## config.mk

```make
export PLATFORM = sky130hd
export DESIGN_NAME = mem_arbiter_flat
export DESIGN_NICKNAME = d
export VERILOG_FILES = /design/src/rtl/mem_arbiter_if.sv /design/src/rtl/mem_arbiter.sv /design/src/flat_wrapper.sv
export SDC_FILE = /design/constraint.sdc
export NUM_CORES = 1
export LEC_CHECK = 0
export CAP_MARGIN = 20
export CORE_UTILIZATION = 30
export CTS_BUF_LIST = sky130_fd_sc_hd__clkbuf_16
export CTS_CLUSTER_SIZE = 28
export DETAILED_ROUTE_END_ITERATION = 8
export PLACE_DENSITY = 0.72
export SLEW_MARGIN = 20
export SYNTH_ARGS = -nofsm -noshare
export SYNTH_HDL_FRONTEND = slang
export SYNTH_SLANG_ARGS = --single-unit
```

## constraint.sdc

```tcl
create_clock -name clk -period 1.76 [get_ports clk]
set_input_delay 0.264 -clock clk [delete_from_list [all_inputs] [get_ports clk]]
set_output_delay 0.264 -clock clk [all_outputs]
set_load 0.01 [all_outputs]
```

## src/rtl/mem_arbiter_if.sv

```systemverilog
// mem_arbiter_if -- bundle of every handshake and bus signal around the
// instruction/data memory arbiter.
//
// Groups:
//   fetch requester : i_req, i_addr            -> i_ack, i_rdata
//   data requester  : d_re, d_we, d_addr,
//                     d_wdata, d_be            -> d_ack, d_rdata
//   status          : err (timeout, valid with an ack), stall (to control unit)
//   memory port     : mem_valid, mem_addr, mem_we, mem_wdata, mem_be
//                     <- mem_ready, mem_rdata
//
// Modports:
//   master : the arbiter itself (drives acks, status and the memory port)
//   slave  : the surroundings (requesters plus memory)

interface mem_arbiter_if #(
  parameter int ADDR_W = 32,
  parameter int DATA_W = 32
);
  localparam int BE_W = DATA_W / 8;

  // Fetch requester
  logic              i_req;
  logic [ADDR_W-1:0] i_addr;
  logic              i_ack;
  logic [DATA_W-1:0] i_rdata;

  // Data requester
  logic              d_re;
  logic              d_we;
  logic [ADDR_W-1:0] d_addr;
  logic [DATA_W-1:0] d_wdata;
  logic [BE_W-1:0]   d_be;
  logic              d_ack;
  logic [DATA_W-1:0] d_rdata;

  // Status
  logic              err;
  logic              stall;

  // Shared memory port
  logic              mem_valid;
  logic [ADDR_W-1:0] mem_addr;
  logic              mem_we;
  logic [DATA_W-1:0] mem_wdata;
  logic [BE_W-1:0]   mem_be;
  logic              mem_ready;
  logic [DATA_W-1:0] mem_rdata;

  modport master (
    input  i_req, i_addr,
    input  d_re, d_we, d_addr, d_wdata, d_be,
    input  mem_ready, mem_rdata,
    output i_ack, i_rdata,
    output d_ack, d_rdata,
    output err, stall,
    output mem_valid, mem_addr, mem_we, mem_wdata, mem_be
  );

  modport slave (
    output i_req, i_addr,
    output d_re, d_we, d_addr, d_wdata, d_be,
    output mem_ready, mem_rdata,
    input  i_ack, i_rdata,
    input  d_ack, d_rdata,
    input  err, stall,
    input  mem_valid, mem_addr, mem_we, mem_wdata, mem_be
  );

endinterface

```

## src/rtl/mem_arbiter.sv

```systemverilog
// mem_arbiter -- two-requester (instruction fetch / data) arbiter onto a
// single memory port, with round-robin tie breaking and an access timeout.
//
// Ports:
//   clk  : single clock, rising edge
//   rst  : asynchronous active-low reset
//   bus  : mem_arbiter_if.master (requesters, status and memory port)
//
// Operation: IDLE -> ACCESS -> RESP -> IDLE. A grant in IDLE registers the
// winning request onto the mem_* outputs, which are then held constant for
// the whole ACCESS phase. ACCESS ends on mem_ready or on timeout; the result
// is registered and presented for exactly one RESP cycle on the granted
// port's ack. Minimum request-to-ack latency is two cycles.

module mem_arbiter #(
  parameter int ADDR_W  = 32,
  parameter int DATA_W  = 32,
  parameter int TIMEOUT = 16
) (
  input  logic          clk,
  input  logic          rst,
  mem_arbiter_if.master bus
);

  localparam int BE_W = DATA_W / 8;

  // Last wait-count value before the access is declared dead. The counter
  // holds 0 in the first ACCESS cycle, so TIMEOUT ACCESS cycles elapse.
  localparam logic [7:0] TIMEOUT_LAST = 8'(TIMEOUT - 1);

  // Encoding of grant_r / last_grant_r
  localparam logic GRANT_FETCH = 1'b0;
  localparam logic GRANT_DATA  = 1'b1;

  typedef enum logic [1:0] {
    ST_IDLE   = 2'd0,
    ST_ACCESS = 2'd1,
    ST_RESP   = 2'd2
  } state_t;

  // ---------------------------------------------------------------------
  // State and registered outputs
  // ---------------------------------------------------------------------
  state_t            state_r;
  logic              last_grant_r;
  logic              grant_r;
  logic [7:0]        wait_cnt_r;

  logic              mem_valid_r;
  logic [ADDR_W-1:0] mem_addr_r;
  logic              mem_we_r;
  logic [DATA_W-1:0] mem_wdata_r;
  logic [BE_W-1:0]   mem_be_r;

  logic              i_ack_r;
  logic [DATA_W-1:0] i_rdata_r;
  logic              d_ack_r;
  logic [DATA_W-1:0] d_rdata_r;
  logic              err_r;

  // ---------------------------------------------------------------------
  // Combinational helpers
  // ---------------------------------------------------------------------
  logic              i_pend_s;
  logic              d_pend_s;
  logic              any_req_s;
  logic              pick_s;
  logic              timeout_s;
  logic              done_s;
  logic [DATA_W-1:0] rsp_data_s;

  assign i_pend_s  = bus.i_req;
  assign d_pend_s  = bus.d_re | bus.d_we;
  assign any_req_s = i_pend_s | d_pend_s;

  // Timeout only counts when memory has not answered in this same cycle,
  // so a late mem_ready on the final allowed cycle still completes cleanly.
  assign timeout_s = ~bus.mem_ready & (wait_cnt_r == TIMEOUT_LAST);
  assign done_s    = bus.mem_ready | timeout_s;

  // Grant selection: single requester wins outright, a tie goes to the port
  // that did not win last time.
  always_comb begin
    pick_s = GRANT_FETCH;
    if (i_pend_s && d_pend_s) begin
      pick_s = ~last_grant_r;
    end else if (d_pend_s) begin
      pick_s = GRANT_DATA;
    end else begin
      pick_s = GRANT_FETCH;
    end
  end

  // Response word: memory data on completion, zero on timeout.
  always_comb begin
    rsp_data_s = '0;
    if (bus.mem_ready) begin
      rsp_data_s = bus.mem_rdata;
    end else begin
      rsp_data_s = '0;
    end
  end

  // Arbitration FSM with all outputs registered.
  always_ff @(posedge clk or negedge rst) begin
    if (!rst) begin
      state_r      <= ST_IDLE;
      last_grant_r <= GRANT_DATA;   // first tie after reset goes to fetch
      grant_r      <= GRANT_FETCH;
      wait_cnt_r   <= 8'd0;
      mem_valid_r  <= 1'b0;
      mem_addr_r   <= '0;
      mem_we_r     <= 1'b0;
      mem_wdata_r  <= '0;
      mem_be_r     <= '0;
      i_ack_r      <= 1'b0;
      i_rdata_r    <= '0;
      d_ack_r      <= 1'b0;
      d_rdata_r    <= '0;
      err_r        <= 1'b0;
    end else begin
      case (state_r)
        ST_IDLE: begin
          i_ack_r <= 1'b0;
          d_ack_r <= 1'b0;
          err_r   <= 1'b0;
          if (any_req_s) begin
            state_r      <= ST_ACCESS;
            grant_r      <= pick_s;
            last_grant_r <= pick_s;
            wait_cnt_r   <= 8'd0;
            mem_valid_r  <= 1'b1;
            if (pick_s == GRANT_DATA) begin
              // A simultaneous read and write request is treated as a write.
              mem_addr_r  <= bus.d_addr;
              mem_we_r    <= bus.d_we;
              mem_wdata_r <= bus.d_wdata;
              mem_be_r    <= bus.d_be;
            end else begin
              // Fetches are full-word reads with no write data.
              mem_addr_r  <= bus.i_addr;
              mem_we_r    <= 1'b0;
              mem_wdata_r <= '0;
              mem_be_r    <= '1;
            end
          end else begin
            state_r <= ST_IDLE;
          end
        end

        ST_ACCESS: begin
          if (done_s) begin
            state_r     <= ST_RESP;
            mem_valid_r <= 1'b0;
            mem_we_r    <= 1'b0;
            err_r       <= timeout_s;
            if (grant_r == GRANT_DATA) begin
              d_ack_r   <= 1'b1;
              d_rdata_r <= rsp_data_s;
            end else begin
              i_ack_r   <= 1'b1;
              i_rdata_r <= rsp_data_s;
            end
          end else begin
            wait_cnt_r <= wait_cnt_r + 8'd1;
          end
        end

        ST_RESP: begin
          // Requests are ignored here; re-arbitration happens in IDLE.
          state_r <= ST_IDLE;
          i_ack_r <= 1'b0;
          d_ack_r <= 1'b0;
          err_r   <= 1'b0;
        end

        default: begin
          state_r     <= ST_IDLE;
          mem_valid_r <= 1'b0;
          mem_we_r    <= 1'b0;
          i_ack_r     <= 1'b0;
          d_ack_r     <= 1'b0;
          err_r       <= 1'b0;
        end
      endcase
    end
  end

  // ---------------------------------------------------------------------
  // Output mapping
  // ---------------------------------------------------------------------
  assign bus.mem_valid = mem_valid_r;
  assign bus.mem_addr  = mem_addr_r;
  assign bus.mem_we    = mem_we_r;
  assign bus.mem_wdata = mem_wdata_r;
  assign bus.mem_be    = mem_be_r;

  assign bus.i_ack     = i_ack_r;
  assign bus.i_rdata   = i_rdata_r;
  assign bus.d_ack     = d_ack_r;
  assign bus.d_rdata   = d_rdata_r;
  assign bus.err       = err_r;

  // Control-unit hold: any pending request not being acknowledged this cycle.
  assign bus.stall = (bus.i_req | bus.d_re | bus.d_we) & ~(i_ack_r | d_ack_r);

endmodule

```

## src/flat_wrapper.sv

```systemverilog
// flat-port wrapper written by rule: the top's interface ports become plain ports
module mem_arbiter_flat 
#(
  parameter int ADDR_W  = 32,
  parameter int DATA_W  = 32,
  parameter int TIMEOUT = 16
)
  (clk, rst, bus_i_req, bus_i_addr, bus_d_re, bus_d_we, bus_d_addr, bus_d_wdata, bus_d_be, bus_mem_ready, bus_mem_rdata, bus_i_ack, bus_i_rdata, bus_d_ack, bus_d_rdata, bus_err, bus_stall, bus_mem_valid, bus_mem_addr, bus_mem_we, bus_mem_wdata, bus_mem_be);
  mem_arbiter_if #(.ADDR_W(ADDR_W), .DATA_W(DATA_W)) bus_i ();
  input  logic clk;
  input  logic rst;
  input wire logic [$bits(bus_i.i_req)-1:0] bus_i_req;
  input wire logic [$bits(bus_i.i_addr)-1:0] bus_i_addr;
  input wire logic [$bits(bus_i.d_re)-1:0] bus_d_re;
  input wire logic [$bits(bus_i.d_we)-1:0] bus_d_we;
  input wire logic [$bits(bus_i.d_addr)-1:0] bus_d_addr;
  input wire logic [$bits(bus_i.d_wdata)-1:0] bus_d_wdata;
  input wire logic [$bits(bus_i.d_be)-1:0] bus_d_be;
  input wire logic [$bits(bus_i.mem_ready)-1:0] bus_mem_ready;
  input wire logic [$bits(bus_i.mem_rdata)-1:0] bus_mem_rdata;
  output wire logic [$bits(bus_i.i_ack)-1:0] bus_i_ack;
  output wire logic [$bits(bus_i.i_rdata)-1:0] bus_i_rdata;
  output wire logic [$bits(bus_i.d_ack)-1:0] bus_d_ack;
  output wire logic [$bits(bus_i.d_rdata)-1:0] bus_d_rdata;
  output wire logic [$bits(bus_i.err)-1:0] bus_err;
  output wire logic [$bits(bus_i.stall)-1:0] bus_stall;
  output wire logic [$bits(bus_i.mem_valid)-1:0] bus_mem_valid;
  output wire logic [$bits(bus_i.mem_addr)-1:0] bus_mem_addr;
  output wire logic [$bits(bus_i.mem_we)-1:0] bus_mem_we;
  output wire logic [$bits(bus_i.mem_wdata)-1:0] bus_mem_wdata;
  output wire logic [$bits(bus_i.mem_be)-1:0] bus_mem_be;
  assign bus_i.i_req = bus_i_req;
  assign bus_i.i_addr = bus_i_addr;
  assign bus_i.d_re = bus_d_re;
  assign bus_i.d_we = bus_d_we;
  assign bus_i.d_addr = bus_d_addr;
  assign bus_i.d_wdata = bus_d_wdata;
  assign bus_i.d_be = bus_d_be;
  assign bus_i.mem_ready = bus_mem_ready;
  assign bus_i.mem_rdata = bus_mem_rdata;
  assign bus_i_ack = bus_i.i_ack;
  assign bus_i_rdata = bus_i.i_rdata;
  assign bus_d_ack = bus_i.d_ack;
  assign bus_d_rdata = bus_i.d_rdata;
  assign bus_err = bus_i.err;
  assign bus_stall = bus_i.stall;
  assign bus_mem_valid = bus_i.mem_valid;
  assign bus_mem_addr = bus_i.mem_addr;
  assign bus_mem_we = bus_i.mem_we;
  assign bus_mem_wdata = bus_i.mem_wdata;
  assign bus_mem_be = bus_i.mem_be;
  mem_arbiter #(.ADDR_W(ADDR_W), .DATA_W(DATA_W), .TIMEOUT(TIMEOUT)) u_core (.clk(clk), .rst(rst), .bus(bus_i));
endmodule
```

==> out/summary.log <==
INFO  clock_tree     cts.clk_slew.worst_paths=70ps
INFO  sta            fin_worst_skew=9.61ps
INFO  sta            finalSetupViolCount=14
INFO  route          routed-via-count=5315
INFO  grt            grt_antenna_before_repair=0
INFO  synth          synth_sequential_area_ratio=0.607
INFO  sta            timing_worst_slew_pin_value=506ps
INFO  place          place_congestion=0.784
INFO  power          pwr-share-clk=0.209
INFO  power          power.switching_fraction=0.353
INFO  worst_setup_path worst-r2r-cell-count=5
INFO  sta            slew-limit-headroom=0.663
INFO  place          dpl-instance-area=0.00939mm²
INFO  worst_setup_path worst_setup_path_start_kind=register
INFO  synth          synthFlopType=sky130_fd_sc_hd__dfrtp_1
INFO  sta            achievable-frequency=565MHz
INFO  route          detail_route.iter0.violations=207
INFO  sta            timing.final.ws_setup=-8.72ps
INFO  sta            final_min_period_over_clock_period=1.00
INFO  cells_and_area stdcell_count=1120
INFO  synth          avgSynthCellArea=11.0µm²
INFO  outcome        run_status=finished, violations left
INFO  run            max_cap_violations=0
INFO  clock_tree     clk_root_buffer_cell=sky130_fd_sc_hd__clkbuf_16
INFO  grt            grt_first_pass_wirelength=28900µm
INFO  grt            grt_start_max_net_pins=59
INFO  power          internal_power=11.4mW
INFO  worst_setup_path endpoint_kind=register
INFO  floorplanning  initial_utilization=0.311
INFO  route          post_drt_wl_per_cell=15.8µm
INFO  cells_and_area insertedDiodeCount=0
INFO  clock_tree     cts-htree-levels=4
INFO  floorplanning  die_width=145µm
INFO  route          post_route_ant_nets=0
INFO  cells_and_area drive_gt1_frac=0.0936
INFO  power          p_per_area=1750mW/mm²
INFO  clock_tree     numCtsBuffers=17
INFO  synth          synth-edff-count=0
INFO  route          drtPass1Iterations=4
INFO  cells_and_area areaGrowthSynthToFinish=63.0%
INFO  worst_hold_path timing.hold.worst.class=primary input to async pin
INFO  floorplanning  die_h=145µm
INFO  grt            grt_overflow=0
INFO  grt            groute.usage.overall=0.173
INFO  floorplanning  floorplan.die_area=0.0211mm²
INFO  place          portBuffers=275
INFO  clock_tree     deepest_clock_path_buffer_count=2
INFO  synth          ys_ff_latch=149
INFO  clock_tree     cts_tree=built
INFO  cells_and_area final_design_area_no_fill=0.0100mm²
INFO  power          post-layout-total-power=17.6mW
INFO  route          vias_per_cell=4.75
INFO  synth          async_flop_share=1.00
INFO  route          wire_length_reported_by_the_detailed_router=17600µm
INFO  floorplanning  ioPinCount=276
INFO  outcome        violations_in_the_final_reports=setup timing
INFO  floorplanning  placementRows=51
INFO  synth          ys_warn_count=0
INFO  place          placed_cells_incl_taps=1087
INFO  worst_setup_path critical_path_arrival=2060ps
INFO  clock_tree     clock_sink_count=149
INFO  route          post-route-drc-count=0
INFO  power          static-leakage-power=4.36nW
INFO  synth          post_synth_inst_count=560
INFO  clock_tree     clkLatencyLatePin=410ps
INFO  synth          syn-num-nets=699
INFO  floorplanning  floorplan.core_area=0.0198mm²
INFO  cells_and_area filler_cell_count_in_the_final_layout=1823
INFO  power          sequentialPowerShare=0.340
INFO  sta            finalMaxSlewViolations=0
INFO  sta            rsz_0062_raised_after_global_routing=yes
INFO  power          netSwitchingPower=6.20mW
INFO  clock_tree     postCtsSetupRepairBufs=0
INFO  power          comb_power_share=0.451
INFO  worst_setup_path criticalPathCategory=register to register
INFO  power          max-vdd-ir-drop=0.730mV
INFO  sta            fin_crit=1770ps
INFO  sta            timing_hold_violations_final=0
INFO  place          hpwlAfterDp=12600µm
INFO  synth          post_synth_num_cell_types=39
INFO  synth          post_synth_instance_area=0.00614mm²
INFO  worst_setup_path required=2050ps
INFO  grt            grt_pass1_vias=5314
INFO  cells_and_area finalNetCount=981
INFO  worst_setup_path critical_path.max_fanout=26
-- routing by layer --
metal | share of wire | vias up | track usage | wire length (µm)
met5 | 0 | - | 0 | 0
met4 | 0.011 | 0 | 0.0458 | 201
met3 | 0.090 | 9 | 0.0689 | 1580
met2 | 0.47 | 219 | 0.281 | 8360
met1 | 0.43 | 2530 | 0.214 | 7500
li1 | - | 2557 | - | -
-- state kept, by name, summed over array words and instances, names as in the netlist --
| register | flops |
|---|---|
| u_core.bus.d_rdata | 32 |
| u_core.bus.i_rdata | 32 |
| u_core.bus.mem_addr | 32 |
| u_core.bus.mem_wdata | 32 |
| u_core.wait_cnt_r | 8 |
| u_core.bus.mem_be | 4 |
| u_core.state_r | 2 |
| u_core.bus.d_ack | 1 |
| u_core.bus.err | 1 |
| u_core.bus.i_ack | 1 |
| u_core.bus.mem_valid | 1 |
| u_core.bus.mem_we | 1 |
| u_core.grant_r | 1 |
| u_core.last_grant_r | 1 |
-- path summary, 6_finish.rpt --
check / start / to / slack, ps
min in group clk: bus_d_wdata[3] / u_core.bus.mem_wdata[3] / 390
max reg2reg: u_core.wait_cnt_r[4] / u_core.bus.d_rdata[14] / -9
max in group asynchronous: rst / u_core.last_grant_r / 850
min: rst / u_core.bus.d_rdata[31] / 250
min reg2reg: u_core.bus.mem_wdata[1] / u_core.bus.mem_wdata[1] / 460
max: u_core.wait_cnt_r[4] / u_core.bus.d_rdata[14] / -9
-- cell usage after synthesis, drive strengths merged, types with 3 or more instances --
| library cell | n | area, µm² |
|---|---|---|
| dfrtp | 148 | 3700 |
| nand3 | 39 | 208 |
| nand2 | 143 | 537 |
| a32o | 33 | 330 |
| o211ai | 3 | 27.5 |
| and2 | 3 | 18.8 |
| nor2 | 8 | 30.0 |
| nor3 | 4 | 20.0 |
| o21ai | 45 | 229 |
| mux2i | 32 | 320 |
| clkbuf | 18 | 67.6 |
| buf | 27 | 154 |
| or3 | 3 | 18.8 |
| o2bb2ai | 32 | 280 |
-- power groups by stage --
stage	sequential, mW	combinational (mW)	clock (mW)
floorplan	6.60	2.78	0
global placement	5.97	7.91	0
detailed placement	6.01	8.04	0
CTS	5.98	8.03	3.80
global route	6.18	8.57	3.95
finish	5.97	7.92	3.67
-- metrics by stage --
step	worst slack (ps)	hold slack, ps	setup TNS [ps]	utilization
2_1_floorplan	22.3	-31.6	0	-
3_3_place_gp	-210	98.0	-10130	0.475
3_5_place_dp	-258	95.8	-13610	0.475
4_1_cts	-21.5	228	-290	0.506
5_1_grt	-82.5	239	-4010	0.506
6_report	-8.72	248	-52.7	0.506
-- worst max-delay path: stages (launching register included) --
cell	delay (ps)
sky130_fd_sc_hd__dfrtp_1	380
sky130_fd_sc_hd__or4b_4	580
sky130_fd_sc_hd__o21bai_4	200
sky130_fd_sc_hd__nand3_4	110
sky130_fd_sc_hd__buf_12	170
sky130_fd_sc_hd__a32o_1	210
-- cells in the final DEF (no fill, tap or decap), types with 3 or more instances in the layout --
cell type and n:
sky130_fd_sc_hd__a32o_1 33, sky130_fd_sc_hd__buf_12 10, sky130_fd_sc_hd__buf_4 22, sky130_fd_sc_hd__clkbuf_16 17, sky130_fd_sc_hd__clkdlybuf4s50_1 273, sky130_fd_sc_hd__clkinv_8 3, sky130_fd_sc_hd__clkinvlp_4 3, sky130_fd_sc_hd__dfrtp_1 147
sky130_fd_sc_hd__inv_6 4, sky130_fd_sc_hd__inv_8 4, sky130_fd_sc_hd__mux2i_1 32, sky130_fd_sc_hd__nand2_1 143, sky130_fd_sc_hd__nand3_1 38, sky130_fd_sc_hd__nor2_1 8, sky130_fd_sc_hd__o21ai_0 42, sky130_fd_sc_hd__o2bb2ai_1 32
sky130_fd_sc_hd__or3_1 3
-- logic make-up (layout without fill, tap and decap cells) --
| family | count (synthesis) | after routing | share of synthesized area |
|---|---|---|---|
| AO/OA/AOI/OAI | 121 | 121 | 0.152 |
| XOR/XNOR | 1 | 1 | 0.00143 |
| multiplexers | 32 | 32 | 0.0521 |
| buffers and inverters | 47 | 342 | 0.0373 |
| AND/OR/NAND/NOR | 209 | 209 | 0.148 |
| flip-flops | 149 | 149 | 0.607 |
| adder cells (fa/ha/maj) | 1 | 1 | 0.00204 |
-- final cells by class --
| cell class | instances | area, µm² | share of cell area |
|---|---|---|---|
| clock inverters | 15 | 181 | 0.0181 |
| clock buffers | 17 | 425 | 0.0425 |
| repair buffers | 308 | 3130 | 0.312 |
| inverters | 2 | 7.51 | 0.000750 |
| flip-flops and latches | 149 | 3730 | 0.373 |
| multi-input cells | 364 | 2210 | 0.220 |
| well taps | 265 | 332 | 0.0331 |
-- repair_timing --
action                                 CTS  global route
hold buffers                             1             0
resized for setup                        2             1
endpoints found under the hold margin  118             0
setup endpoints to repair               32            72
pin swaps                                0             1
No activity file was read; power rests on OpenSTA's default activity.
